File: src/rtl/dna_max_tracker.sv
// Result collector for the Smith-Waterman PE array: tracks the maximum cell
// score and its (row, col) over a row-major stream, then hands it to the host.
module dna_max_tracker #(
    parameter int unsigned SCORE_W = 32,
    parameter int unsigned ROW_W   = 8,
    parameter int unsigned COL_W   = 8
) (
    input  logic               clk,
    input  logic               rst,
    input  logic               start_i,
    input  logic [ROW_W-1:0]   num_rows_i,
    input  logic [COL_W-1:0]   num_cols_i,
    input  logic               en_i,
    input  logic [SCORE_W-1:0] score_i,
    input  logic               res_ready_i,
    output logic               busy_o,
    output logic               res_valid_o,
    output logic [SCORE_W-1:0] max_score_o,
    output logic [ROW_W-1:0]   max_row_o,
    output logic [COL_W-1:0]   max_col_o,
    output logic               drop_o
);

    typedef enum logic [1:0] {IDLE, RUN, DONE} state_t;

    state_t             state_q, state_d;
    logic [ROW_W-1:0]   rows_q, rows_d, row_cnt_q, row_cnt_d;
    logic [COL_W-1:0]   cols_q, cols_d, col_cnt_q, col_cnt_d;
    logic [SCORE_W-1:0] max_score_q, max_score_d;
    logic [ROW_W-1:0]   max_row_q, max_row_d;
    logic [COL_W-1:0]   max_col_q, max_col_d;
    logic               drop_q, drop_d;
    logic               restart;
    logic               last_col;

    // In DONE a start only takes effect together with the result being consumed.
    assign restart  = start_i && ((state_q != DONE) || res_ready_i);
    assign last_col = (col_cnt_q == cols_q - COL_W'(1));

    always_comb begin
        state_d     = state_q;
        rows_d      = rows_q;
        cols_d      = cols_q;
        row_cnt_d   = row_cnt_q;
        col_cnt_d   = col_cnt_q;
        max_score_d = max_score_q;
        max_row_d   = max_row_q;
        max_col_d   = max_col_q;
        drop_d      = drop_q;

        if (en_i && (state_q != RUN)) drop_d = 1'b1;

        if (restart) begin
            rows_d      = num_rows_i;
            cols_d      = num_cols_i;
            row_cnt_d   = '0;
            col_cnt_d   = '0;
            max_score_d = '0;
            max_row_d   = '0;
            max_col_d   = '0;
            drop_d      = 1'b0;
            state_d     = ((num_rows_i == '0) || (num_cols_i == '0)) ? DONE : RUN;
        end else begin
            case (state_q)
                RUN: begin
                    if (en_i) begin
                        if (score_i > max_score_q) begin
                            max_score_d = score_i;
                            max_row_d   = row_cnt_q;
                            max_col_d   = col_cnt_q;
                        end
                        if (last_col) begin
                            col_cnt_d = '0;
                            if (row_cnt_q == rows_q - ROW_W'(1)) begin
                                state_d = DONE;
                            end else begin
                                row_cnt_d = row_cnt_q + ROW_W'(1);
                            end
                        end else begin
                            col_cnt_d = col_cnt_q + COL_W'(1);
                        end
                    end
                end
                DONE: begin
                    if (res_ready_i) state_d = IDLE;
                end
                default: ;
            endcase
        end
    end

    always_ff @(posedge clk or posedge rst) begin
        if (rst) begin
            state_q     <= IDLE;
            rows_q      <= '0;
            cols_q      <= '0;
            row_cnt_q   <= '0;
            col_cnt_q   <= '0;
            max_score_q <= '0;
            max_row_q   <= '0;
            max_col_q   <= '0;
            drop_q      <= 1'b0;
        end else begin
            state_q     <= state_d;
            rows_q      <= rows_d;
            cols_q      <= cols_d;
            row_cnt_q   <= row_cnt_d;
            col_cnt_q   <= col_cnt_d;
            max_score_q <= max_score_d;
            max_row_q   <= max_row_d;
            max_col_q   <= max_col_d;
            drop_q      <= drop_d;
        end
    end

    assign busy_o      = (state_q == RUN);
    assign res_valid_o = (state_q == DONE);
    assign max_score_o = max_score_q;
    assign max_row_o   = max_row_q;
    assign max_col_o   = max_col_q;
    assign drop_o      = drop_q;

endmodule
File: config.mk
export PLATFORM = sky130hd
export DESIGN_NAME = dna_max_tracker
export DESIGN_NICKNAME = d
export VERILOG_FILES = /design/src/rtl/dna_max_tracker.sv
export SDC_FILE = /design/constraint.sdc
export NUM_CORES = 1
export LEC_CHECK = 0
export CAP_MARGIN = 20
export CELL_PAD_IN_SITES_DETAIL_PLACEMENT = 0
export CELL_PAD_IN_SITES_GLOBAL_PLACEMENT = 1
export CORE_ASPECT_RATIO = 0.9
export CORE_UTILIZATION = 42
export CTS_CLUSTER_SIZE = 28
export DETAILED_ROUTE_END_ITERATION = 10
export HOLD_SLACK_MARGIN = 0.12
export MAX_ROUTING_LAYER = met4
export PLACE_DENSITY_LB_ADDON = 0.3
export SYNTH_ARGS = -nofsm -noshare
export SYNTH_HDL_FRONTEND = slang
export SYNTH_SLANG_ARGS = --single-unit
export TNS_END_PERCENT = 20
File: constraint.sdc
create_clock -name clk -period 4.95 [get_ports clk]
set_clock_uncertainty 0.05 [all_clocks]
set_input_delay 1.485 -clock clk [delete_from_list [all_inputs] [get_ports clk]]
set_output_delay 1.485 -clock clk [all_outputs]
set_load 0.02 [all_outputs]
======== Yosys cells after proc, flatten, opt, wreduce, memory -nomap -nowiden ========
Index checks and enable logic that the tools add are counted.
cells by class
  equality and inequality tests ........... 11
  reductions and logical operators ........ 16
  magnitude comparators ................... 1
  add/subtract/negate cells ............... 4
  mux-type cells .......................... 30
operators by type and width
  cell                                                                 count
  8-bit two-way mux                                                    17
  32-bit two-way mux                                                   4
  32-bit greater-than comparator                                       1
  8-bit by 1-bit adder with 8-bit output (second input constant)       2
  8-bit == test                                                        2
  8-bit logical NOT                                                    2
  8-bit by 1-bit subtractor with 8-bit output (second input constant)  2
  2-bit two-way mux                                                    6
  2-bit nonzero test                                                   5
  3-bit by 1-bit != test with 1-bit output (second input constant)     2
  3-bit by 2-bit != test with 1-bit output (second input constant)     2
  5-bit AND reduction                                                  1
  2-bit != test (second input constant)                                2
  2-bit case mux with 2 select lines                                   1
  4-bit AND reduction                                                  1
  3-bit AND reduction                                                  1
  3-bit nonzero test                                                   1
  2-bit by 1-bit == test with 1-bit output (second input constant)     1
  2-bit == test (second input constant)                                1
  1-bit logical AND                                                    2
  1-bit logical OR                                                     2
  1-bit two-way mux                                                    2
  2-bit by 1-bit != test with 1-bit output (second input constant)     1
  2-bit AND reduction                                                  1
word-level totals
  output and inout port bits .............. 51
  flip-flop bits (word level) ............. 83
  input port bits ......................... 53

======== Depth between registers and ports, before layout ========
  word-level depth ........................ 7
  gate-level depth with buffers ........... 12

======== Least setup slack after synthesis ========
Ideal clock, no wire load.
  kind .................................... input-to-reg
  from .................................... input port score_i[28]
  to ...................................... register max_row_q[0], in the netlist max_row_o[0]
  library setup time ...................... 0.130 ns
  required time ........................... 4.770 ns
  stages on the path ...................... 10
  buffers on the path ..................... 2
  path slack .............................. 1.546 ns
  data arrival time ....................... 3.224 ns
  cell sequence ........................... ha_1 -> nand4_1 -> nor4_1 -> and4_1 -> nand2_1 -> o211a_1 -> buf_2 -> buf_2 -> o211ai_1 -> o21ai_0
between the ends
  cells in the longest elaborated chain, start to end .. 3
ends and longest elaborated chain
  item                            RTL line  source
  from (decl)                     14        input logic [SCORE_W-1:0] score_i,
  32-bit greater-than comparator  67        if (score_i > max_score_q) begin
  2-bit nonzero test (no line)    --
  3-bit AND reduction (no line)   --
  to (signal assigned)            110       max_row_q <= max_row_d;
  to (decl)                       30        logic [ROW_W-1:0] max_row_q, max_row_d;
Every way passes these cells.
A chain may end at the register's enable or synchronous reset.

======== Worst setup path in the final report ========
  from .................................... input port score_i[28]
  to ...................................... register max_row_q[1], in the netlist max_row_o[1]
The elaborated chain is that of the path after synthesis.

==> impl_metrics.tcl <==
set metrics [dict create \
    status "completed" \
    clkPwrFrac 0.302 \
    layout_worst_path_cycle_share 0.8124 \
    cts_made_buffers 9 \
    postSynthCellCount 599 \
    p_leak_nw 2.763 \
    synth_most_common_cell "dfrtp_1" \
    yosys.area.top_type_share 0.4035 \
    max-cap-violations 0 \
    ys.flop_type "dfrtp_1" \
    clock_path_buffers 2 \
    first_pass_iters 5 \
    slew_violations 0 \
    vias 4706 \
    syn_area_per_cell_um2 8.593 \
    grt_pass1_vias 4666 \
    synthSimpleGateAreaFrac 0.1959 \
    period_needed_ns 4.021 \
    worstSetupStartpointType "input pin" \
    antenna_found_initial 0 \
    die_w_um 118.7 \
    cts_tree "done" \
    critPathMaxStageDelay_ns 0.45 \
    numPortBuffers 103 \
    grt_max_degree 55 \
    antenna_cells 0 \
    relSlewSlack 0.3749 \
    internal_power_mw 1.594 \
    synth-seq-cells 83 \
    setup_ws_ns 0.9287 \
    synth_fp_nets 690 \
    power_density_nw_per_um2 374.1 \
    rsz0062_at_grt "false" \
    synthesis.area_um2 5147 \
    place.gp.congestion 0.8205 \
    combPwrFrac 0.355 \
    total_power_mw 2.494 \
    yosysUniqueCellTypes 54 \
    synth_top_family_by_area "simple AND/OR/NAND/NOR gates" \
    hold_path_class "reg -> reg" \
    place_ws_ns 0.5625 \
    finalSetupViolCount 0 \
    synth_edf_count 0 \
    clk_latency_ns 0.34 \
    ios 104 \
    clock-sinks 83 \
    yosys-top-cells-count "dfrtp_1, o21ai_0, nand2_1, a21oi_1, nand3_1" \
    yosys-top-cells-area "dfrtp_1, ha_1, o21ai_0" \
    drc 0 \
    start_util 0.4412 \
    h-tree-depth 3 \
    crit_slowest_cell "clkdlybuf4s50_1" \
    power_switching_uw 899.4 \
    die-area_um2 12700 \
    core_um2 11670 \
    switching_share 0.3607 \
    synth.yosys.seq_area_share 0.4035 \
    worst_pin_slew_ns 0.9365 \
    synthXorXnorAreaFrac 0.03403 \
    final_layout_size_suffix_gt1_frac 0.05764 \
    die_y_um 107.0 \
    fmax_mhz 248.7 \
    yosysTopAreaCell "dfrtp_1" \
    synth_compound_area_frac 0.1949 \
    post-cts-setup-buffers 0 \
    p_seq_frac 0.343 \
    cts_root_buffer "clkbuf_16" \
    finalHoldViolCount 0 \
    clkSlewWorstSetupHoldPaths_ns 0.06 \
    layout.nets 780 \
    num_rows 37 \
    crit_chain "clkdlybuf4s50_1 > ha_1 > nand4_1 > nor4_1 > and4_1 > nand2_1 > o211a_1 > buf_12 > o211ai_1 > o21ai_0" \
    timing_worst_setup_path_type "in -> reg" \
    muxShareOfSynthArea 0.01361 \
    drt_wl_total_um 13660 \
    postCtsHoldBufs 0 \
    arrival_ns 4.18 \
    place_area_um2 6329 \
    drt_iter0_markers 310 \
    gr-usage-all-layers 0.2326 \
    ctsResizeCount 0 \
    synth_fa_ha_area_frac 0.09237 \
    setup_tns_ns 0 \
    fin_area_um2 6665 \
    endpoint_kind "flip-flop" \
    syn_to_final_growth_pct 29.48 \
    routedWlPerCell_um 16.07 \
    cp_max_fo 31 \
    grt_pass1_wl_um 22940 \
    vias_per_cell 5.536 \
    final_antenna_net_count 0 \
    fillers 1084 \
    ys_warn_count 0 \
    critical_path_required_ns 5.11 \
    ir_worst_vdd_uv 225.0 \
    hpwlAfterDp_um 9988 \
    overflow 0 \
    ys_async_sr_fraction 1.000 \
]
==> per-layer routing <==
metal,up-vias,global-route usage,part of all wire
met5,-,-,0
met4,0,0.05606,0.010
met3,15,0.04468,0.049
met2,129,0.3839,0.49
met1,2243,0.2959,0.45
li1,2319,-,-
==> power groups by stage <==
stage          Sequential [mW]  Combinational [mW]  Clock [mW]
2_1_floorplan            0.894               0.529           0
3_3_place_gp             0.867               0.862           0
3_5_place_dp             0.869               0.886           0
4_1_cts                  0.857               0.891       0.766
6_report                 0.856               0.885       0.753
5_1_grt                  0.872               0.982       0.793
==> worst max-delay path: cells and delay by family <==
family                     cells  cell delay (ns)
adders and majority gates      1             0.32
AOI/OAI and AO/OA              3             0.72
and+or+nand+nor                4             0.95
buffers and inverters          2             0.71
==> state kept, by name, indices dropped and copies added, names as in the netlist <==
signal / flops
col_cnt_q: 8
cols_q: 8
drop_o: 1
max_col_o: 8
max_row_o: 8
max_score_o: 32
row_cnt_q: 8
rows_q: 8
state_q: 2
==> metrics by stage <==
| stage | hold slack [ns] | utilization | std cells |
|---|---|---|---|
| 2_1_floorplan | 0.4165 | - | 599 |
| 3_3_place_gp | 0.4348 | 0.5425 | 834 |
| 3_5_place_dp | 0.4427 | 0.5425 | 834 |
| 4_1_cts | 0.4549 | 0.5713 | 850 |
| 5_1_grt | 0.4762 | 0.5713 | 850 |
| 6_report | 0.4491 | 0.5713 | 850 |
==> area by class of cell <==
| class | instances | area [um2] | share of cell area |
|---|---|---|---|
| inverters | 45 | 170.2 | 0.02553 |
| multi-input cells | 434 | 2745 | 0.4119 |
| well taps | 156 | 195.2 | 0.02928 |
| clock inverters | 5 | 83.83 | 0.01258 |
| flip-flops and latches | 83 | 2077 | 0.3116 |
| repair buffers | 116 | 1141 | 0.1712 |
| clock buffers | 11 | 252.7 | 0.03792 |
==> kinds of logic after synthesis <==
group / count (synthesis)
AO/OA/AOI/OAI: 172
XOR/XNOR: 20
flip-flops: 83
adder cells (fa/ha/maj): 38
buffers and inverters: 82
multiplexers: 7
AND/OR/NAND/NOR: 197
==> final timing paths <==
check | to | start | depth (start not counted) | slack, ns
max | max_row_o[1] | score_i[28] | 10 | 0.93
min | cols_q[7] | cols_q[7] | 2 | 0.45
max reg2reg | max_row_o[1] | max_score_o[28] | 10 | 2.12
min reg2reg | cols_q[7] | cols_q[7] | 2 | 0.45
max in group asynchronous | max_score_o[21] | rst | 3 | 2.46
min in group asynchronous | max_row_o[2] | rst | 2 | 1.59
==> placed cells by master (no fill, tap or decap), types with 5 or more instances in the layout <==
cell / netlist / layout
o21ai_0: 71 / 71
nor2_1: 18 / 18
nand2b_1: 6 / 6
buf_4: 2 / 12
ha_1: 38 / 38
clkdlybuf4s50_1: 0 / 103
inv_1: 45 / 44
dfrtp_1: 83 / 83
nand2_1: 68 / 68
a21oi_1: 58 / 57
nor4_1: 6 / 6
mux2i_1: 7 / 7
nor3_1: 9 / 9
xnor2_1: 17 / 17
and3_1: 8 / 8
o211ai_1: 14 / 14
nor2b_1: 5 / 5
nand3_1: 50 / 50
nand4_1: 7 / 7
clkbuf_16: 0 / 9
Power figures use the tool's default switching activity.
